==> src/rtl/fwd_hazard_ctrl_if.sv <==
// Decode-to-execute control bundle for the forwarding/hazard block.
// The master side is the decode stage; the slave side is fwd_hazard_ctrl.
interface fwd_hazard_ctrl_if #(
    parameter int REG_W = 4,
    parameter int CNT_W = 16
);
    logic             id_valid;
    logic [REG_W-1:0] id_rs1;
    logic [REG_W-1:0] id_rs2;
    logic [REG_W-1:0] id_rd;
    logic             id_reg_write;
    logic             id_is_load;
    logic             id_use_imm;
    logic             flush;
    logic             id_ready;
    logic             ex_valid;
    logic [2:0]       ex_sel_a;
    logic [2:0]       ex_sel_b;
    logic [CNT_W-1:0] stall_count;

    modport master (
        output id_valid, id_rs1, id_rs2, id_rd, id_reg_write, id_is_load, id_use_imm, flush,
        input  id_ready, ex_valid, ex_sel_a, ex_sel_b, stall_count
    );

    modport slave (
        input  id_valid, id_rs1, id_rs2, id_rd, id_reg_write, id_is_load, id_use_imm, flush,
        output id_ready, ex_valid, ex_sel_a, ex_sel_b, stall_count
    );
endinterface

==> src/rtl/fwd_hazard_ctrl.sv <==
// Execute-stage forwarding select generation and load-use stall control,
// driven by a 3-deep shadow of in-flight destination registers (EX/MEM/WB).
module fwd_hazard_ctrl #(
    parameter int REG_W    = 4,
    parameter bit ZERO_REG = 1'b1,
    parameter int CNT_W    = 16
) (
    input logic             clk,
    input logic             rst,
    fwd_hazard_ctrl_if.slave bus
);
    localparam logic [2:0] SEL_RF   = 3'b000;
    localparam logic [2:0] SEL_EXM  = 3'b001;
    localparam logic [2:0] SEL_MWA  = 3'b010;
    localparam logic [2:0] SEL_MWL  = 3'b011;
    localparam logic [2:0] SEL_IMM  = 3'b100;
    localparam logic [2:0] SEL_WB   = 3'b101;

    typedef struct packed {
        logic             valid;
        logic [REG_W-1:0] rd;
        logic             reg_write;
        logic             is_load;
    } slot_t;

    slot_t            ex_slot, mem_slot, wb_slot;
    logic [2:0]       sel_a_q, sel_b_q;
    logic [CNT_W-1:0] stall_cnt;

    logic [2:0] sel_a, sel_b, sel_b_reg;
    logic       ld_a, ld_b, hazard;

    function automatic logic hit(input slot_t s, input logic [REG_W-1:0] rs);
        return s.valid && s.reg_write && (s.rd == rs) && !(ZERO_REG && (rs == '0));
    endfunction

    // Youngest producer wins; a load still in EX cannot forward yet.
    function automatic logic [3:0] resolve(input slot_t ex_s, input slot_t mem_s,
                                           input slot_t wb_s, input logic [REG_W-1:0] rs);
        logic [3:0] r;
        r = {1'b0, SEL_RF};
        if (hit(ex_s, rs))       r = ex_s.is_load ? {1'b1, SEL_RF} : {1'b0, SEL_EXM};
        else if (hit(mem_s, rs)) r = {1'b0, mem_s.is_load ? SEL_MWL : SEL_MWA};
        else if (hit(wb_s, rs))  r = {1'b0, SEL_WB};
        return r;
    endfunction

    always_comb begin
        {ld_a, sel_a}     = resolve(ex_slot, mem_slot, wb_slot, bus.id_rs1);
        {ld_b, sel_b_reg} = resolve(ex_slot, mem_slot, wb_slot, bus.id_rs2);
        sel_b  = bus.id_use_imm ? SEL_IMM : sel_b_reg;
        hazard = bus.id_valid && (ld_a || (ld_b && !bus.id_use_imm));
    end

    always_ff @(posedge clk) begin
        if (rst) begin
            ex_slot   <= '0;
            mem_slot  <= '0;
            wb_slot   <= '0;
            sel_a_q   <= SEL_RF;
            sel_b_q   <= SEL_RF;
            stall_cnt <= '0;
        end else begin
            mem_slot <= ex_slot;
            wb_slot  <= mem_slot;
            if (bus.flush || hazard || !bus.id_valid) begin
                ex_slot <= '0;
                sel_a_q <= SEL_RF;
                sel_b_q <= SEL_RF;
            end else begin
                ex_slot <= '{valid: 1'b1, rd: bus.id_rd,
                             reg_write: bus.id_reg_write, is_load: bus.id_is_load};
                sel_a_q <= sel_a;
                sel_b_q <= sel_b;
            end
            if (!bus.flush && hazard && (stall_cnt != '1))
                stall_cnt <= stall_cnt + 1'b1;
        end
    end

    assign bus.id_ready    = !hazard || bus.flush;
    assign bus.ex_valid    = ex_slot.valid;
    assign bus.ex_sel_a    = sel_a_q;
    assign bus.ex_sel_b    = sel_b_q;
    assign bus.stall_count = stall_cnt;
endmodule

==> src/flat_wrapper.sv <==
// flat-port wrapper written by rule: the top's interface ports become plain ports
module fwd_hazard_ctrl_flat 
#(
    parameter int REG_W    = 4,
    parameter bit ZERO_REG = 1'b1,
    parameter int CNT_W    = 16
)
  (clk, rst, bus_id_valid, bus_id_rs1, bus_id_rs2, bus_id_rd, bus_id_reg_write, bus_id_is_load, bus_id_use_imm, bus_flush, bus_id_ready, bus_ex_valid, bus_ex_sel_a, bus_ex_sel_b, bus_stall_count);
  fwd_hazard_ctrl_if #(.REG_W(REG_W), .CNT_W(CNT_W)) bus_i ();
  input logic clk;
  input logic rst;
  input wire logic [$bits(bus_i.id_valid)-1:0] bus_id_valid;
  input wire logic [$bits(bus_i.id_rs1)-1:0] bus_id_rs1;
  input wire logic [$bits(bus_i.id_rs2)-1:0] bus_id_rs2;
  input wire logic [$bits(bus_i.id_rd)-1:0] bus_id_rd;
  input wire logic [$bits(bus_i.id_reg_write)-1:0] bus_id_reg_write;
  input wire logic [$bits(bus_i.id_is_load)-1:0] bus_id_is_load;
  input wire logic [$bits(bus_i.id_use_imm)-1:0] bus_id_use_imm;
  input wire logic [$bits(bus_i.flush)-1:0] bus_flush;
  output wire logic [$bits(bus_i.id_ready)-1:0] bus_id_ready;
  output wire logic [$bits(bus_i.ex_valid)-1:0] bus_ex_valid;
  output wire logic [$bits(bus_i.ex_sel_a)-1:0] bus_ex_sel_a;
  output wire logic [$bits(bus_i.ex_sel_b)-1:0] bus_ex_sel_b;
  output wire logic [$bits(bus_i.stall_count)-1:0] bus_stall_count;
  assign bus_i.id_valid = bus_id_valid;
  assign bus_i.id_rs1 = bus_id_rs1;
  assign bus_i.id_rs2 = bus_id_rs2;
  assign bus_i.id_rd = bus_id_rd;
  assign bus_i.id_reg_write = bus_id_reg_write;
  assign bus_i.id_is_load = bus_id_is_load;
  assign bus_i.id_use_imm = bus_id_use_imm;
  assign bus_i.flush = bus_flush;
  assign bus_id_ready = bus_i.id_ready;
  assign bus_ex_valid = bus_i.ex_valid;
  assign bus_ex_sel_a = bus_i.ex_sel_a;
  assign bus_ex_sel_b = bus_i.ex_sel_b;
  assign bus_stall_count = bus_i.stall_count;
  fwd_hazard_ctrl #(.REG_W(REG_W), .ZERO_REG(ZERO_REG), .CNT_W(CNT_W)) u_core (.clk(clk), .rst(rst), .bus(bus_i));
endmodule
==> config.mk <==
export PLATFORM = sky130hd
export DESIGN_NAME = fwd_hazard_ctrl_flat
export DESIGN_NICKNAME = d
export VERILOG_FILES = /design/src/rtl/fwd_hazard_ctrl_if.sv /design/src/rtl/fwd_hazard_ctrl.sv /design/src/flat_wrapper.sv
export SDC_FILE = /design/constraint.sdc
export NUM_CORES = 1
export LEC_CHECK = 0
export ABC_AREA = 0
export BUFFER_PORTS_ARGS = -buffer_cell sky130_fd_sc_hd__buf_2
export CAP_MARGIN = 0
export CORE_MARGIN = 5
export CORE_UTILIZATION = 54
export CTS_CLUSTER_SIZE = 24
export DETAILED_ROUTE_END_ITERATION = 10
export PLACE_DENSITY_LB_ADDON = 0.05
export SLEW_MARGIN = 20
export SYNTH_ARGS = -nofsm -noshare
export SYNTH_HDL_FRONTEND = slang
export SYNTH_SLANG_ARGS = --single-unit
==> constraint.sdc <==
create_clock -name clk -period 2.1 [get_ports clk]
set_input_delay 0.42 -clock clk [delete_from_list [all_inputs] [get_ports clk]]
set_output_delay 0.42 -clock clk [all_outputs]
set_load 0.02 [all_outputs]
==> results by group <==
Timing
  • Slew margin rel.: 72.17%
  • Fin. max-slew vios: 0
  • Worst-Margin Slew: around 0.42 ns
  • Fin crit period: roughly 2 ns
  • Fmax: 494.1 MHz
  • Layout Skew: 0.006123 ns
  • RSZ-0062 raised after global routing: true
  • WHS: 0.3210 ns
  • Hold Violations, Final: 0
  • Setup TNS: 0 ns
  • Period Utilization, post-route: between 90 and 100%
  • Final setup viols: 0

Logic synthesis
  • Sequential area share after synthesis: a little over two fifths
  • Most used DFF post-synth: dfxtp_1
  • Ys Warns: 0
  • Syn Inst Count: about 210
  • Netlist cell types: 42
  • Yosys reg bits: 42
  • Synth async-reset ratio: 0%
  • Syn Nets: between 200 and 250
  • Syn_area_per_cell: 9.440 um2
  • Mapped Area: 2011 um2
  • Post-synth EDFFs: 0

Power
  • Pwr Density: 611.0 nW/um2
  • Leakage: 0.001078 uW
  • Max IR drop VDD: 464.5 uV
  • Power consumption: ~1500 uW

Critical path
  • Crit. End Element: output pin
  • FF-to-FF Start: u_core.ex_slot[2]
  • CP arrival: approximately 1.6 ns
  • R2R depth: 7
  • Kind of critical path: register to output pin
  • Reg2Reg Setup Slack: 0.12 ns
  • Critical path fanouts, max: 3
  • Buf/Inv on CP: 2
  • Slowest cell on the critical path: dfxtp_2
  • Critical Path, Cell by Cell: xor2_1 -> nor4_2 -> nand2_1 -> a21oi_4 -> inv_2 -> buf_6
  • CP Launch Type: register
  • CP top delay family: simple AND/OR/NAND/NOR gates
  • Critical Path End: bus_id_ready
  • CP required: 1.68 ns
  • Critical Path Start: u_core.ex_slot[4]
  • Max incr delay on CP: 0.33 ns
  • Worst R2R End: u_core.bus.ex_sel_b[0]
  • WP depth: 6

Place
  • RD Place Congestion: 0.8481
  • Port bufs: 42
  • Post-DP HPWL: 3174 um

Routing
  • Via count of the routed design: 1637
  • Routed Wire Length: a little over 4000 um
  • Router iterations before antenna repair: 4
  • ANT nets after route: 0
  • Avg WL per Cell: 13.07 um
  • # DRC: 0
  • Via/cell ratio: a little over 5
  • DRT iter0 DRCs: 96

Clocking
  • CTS Root Buffer Type: clkbuf_8
  • Cts hold-fix bufs: 0
  • Num CTS Buffers: 5
  • Clk pin slew, worst setup/hold paths: approximately 0.070 ns
  • CTS tree: yes
  • Clk sinks: 42
  • Worst skew pair latency: 0.29 ns
  • Clock Path Buffers: 2
  • H-tree depth: 2

Hold path
  • Hold path start: bus_id_rd[1]
  • Worst Hold Class: input pin to register

Die
  • Die area: 5044 um2
  • Die Y-Extent: between 70 and 80 um
  • Std cell rows: 22
  • Num ports: 43
  • Initial core utilization: 55.34%
  • Die width: 71.02 um
  • Core box area: 3633 um2

Global routing
  • Largest net degree at the start of global routing: 26
  • Initial antenna violation count: 0
  • First-pass GRT wire length: between 7000 and 8000 um
  • Global route overflow: 0
  • Vias in the first global route: 1569
  • Gr usage total: 17.67%

Cells and area
  • Most common cell after layout, fill and taps aside: buf_2
  • Final antenna diode count: 0
  • Most frequent cells in the layout: 41 x buf_2, 38 x dfxtp_1, 22 x nor2b_1
  • Area delta synth->final: 22.53%
  • Final Net Count: 287
  • Layout cells sized above 1: 32.09%

Outcome
  • Status: completed

Job
  • Number of max-cap violations: 0
## power by group
group	switching (uW)	internal, uW	total, uW
clock	259	332	591
sequential	7.42	804	812
combinational	58.6	43.7	102
## synth_stat cells, drive strengths merged, types with 2 or more instances
cell type / instances / area, um2
a21oi: 10 / 57.56
and4: 4 / 35.03
nand4: 8 / 56.30
nor2b: 22 / 137.6
buf: 4 / 32.53
nor2: 20 / 75.07
a31o: 2 / 17.52
mux2i: 2 / 20.02
nand3: 11 / 55.05
mux2: 10 / 112.6
xnor2: 8 / 70.07
and3: 2 / 12.51
xor2: 13 / 113.9
a2111oi: 2 / 42.54
and2: 6 / 37.54
nor3b: 3 / 22.52
nor4: 4 / 43.80
nand2b: 3 / 18.77
nor3: 8 / 45.04
inv: 5 / 18.77
nand2: 7 / 26.28
dfxtp: 42 / 840.8
clkbuf: 5 / 18.77
## timing repair
action                     CTS  global route
gates resized for setup      1             7
pin swaps                    2             3
setup endpoints to repair    1            11
setup buffers                2             1
## worst reg2reg max path, cell delays in order, from the launching register on
cell,delay [ns]
dfxtp_2,0.35
nor4_2,0.33
nor3_1,0.09
nand2_1,0.14
buf_4,0.14
nand2_1,0.09
a211o_1,0.40
a2111oi_2,0.34
## layer usage
metal	track usage [%]	vias up	wire length, um
li1	-	847	-
met2	26.98	47	1882
met4	6.263	0	39
met3	4.545	4	286
met1	24.11	739	1923
met5	0	-	0
## kinds of logic after synthesis
kind of cell / count (synthesis) / share of synthesized area, %
adder cells (fa/ha/maj): 1 / 0.6222
AO/OA/AOI/OAI: 20 / 8.277
XOR/XNOR: 21 / 9.148
flip-flops: 42 / 41.82
buffers and inverters: 14 / 3.485
multiplexers: 12 / 6.596
AND/OR/NAND/NOR: 103 / 30.06
## stage by stage
stage / cells / utilization, % / area [um2] / worst slack [ns]
6_report: 316 / 67.80 / 2464 / 0.07631
5_1_grt: 316 / 67.80 / 2464 / -0.01618
4_1_cts: 315 / 67.29 / 2445 / 0.002168
3_5_place_dp: 305 / 63.64 / 2312 / 0.008077
3_3_place_gp: 305 / 63.64 / 2312 / 0.04825
2_1_floorplan: 213 / - / 2011 / 0.1245
## flip-flops by register name, indices dropped and copies added (netlist names)
| name | flops |
|---|---|
| u_core.bus.ex_sel_a | 3 |
| u_core.bus.ex_sel_b | 3 |
| u_core.bus.ex_valid | 1 |
| u_core.bus.stall_count | 16 |
| u_core.ex_slot | 6 |
| u_core.mem_slot | 7 |
| u_core.wb_slot | 6 |
## worst min-delay path by stage
stage	endpoint	slack, ns	cells after the start
global placement	u_core.mem_slot[1]	0.45	1
finish	u_core.ex_slot[3]	0.32	2
global route	u_core.ex_slot[1]	0.32	2
CTS	u_core.ex_slot[1]	0.31	2
detailed placement	u_core.mem_slot[1]	0.46	1
floorplan	u_core.mem_slot[1]	0.44	1
## cell type report
cell class / instances / area [um2]
Inverter: 5 / 18.77
Fill cell: 318 / 1170
Clock buffer: 8 / 110.1
Multi-Input combinational cell: 157 / 1107
Sequential cell: 42 / 845.8
Timing Repair Buffer: 56 / 321.6
Tap cell: 48 / 60.06
(Power assumes the default switching activity.)
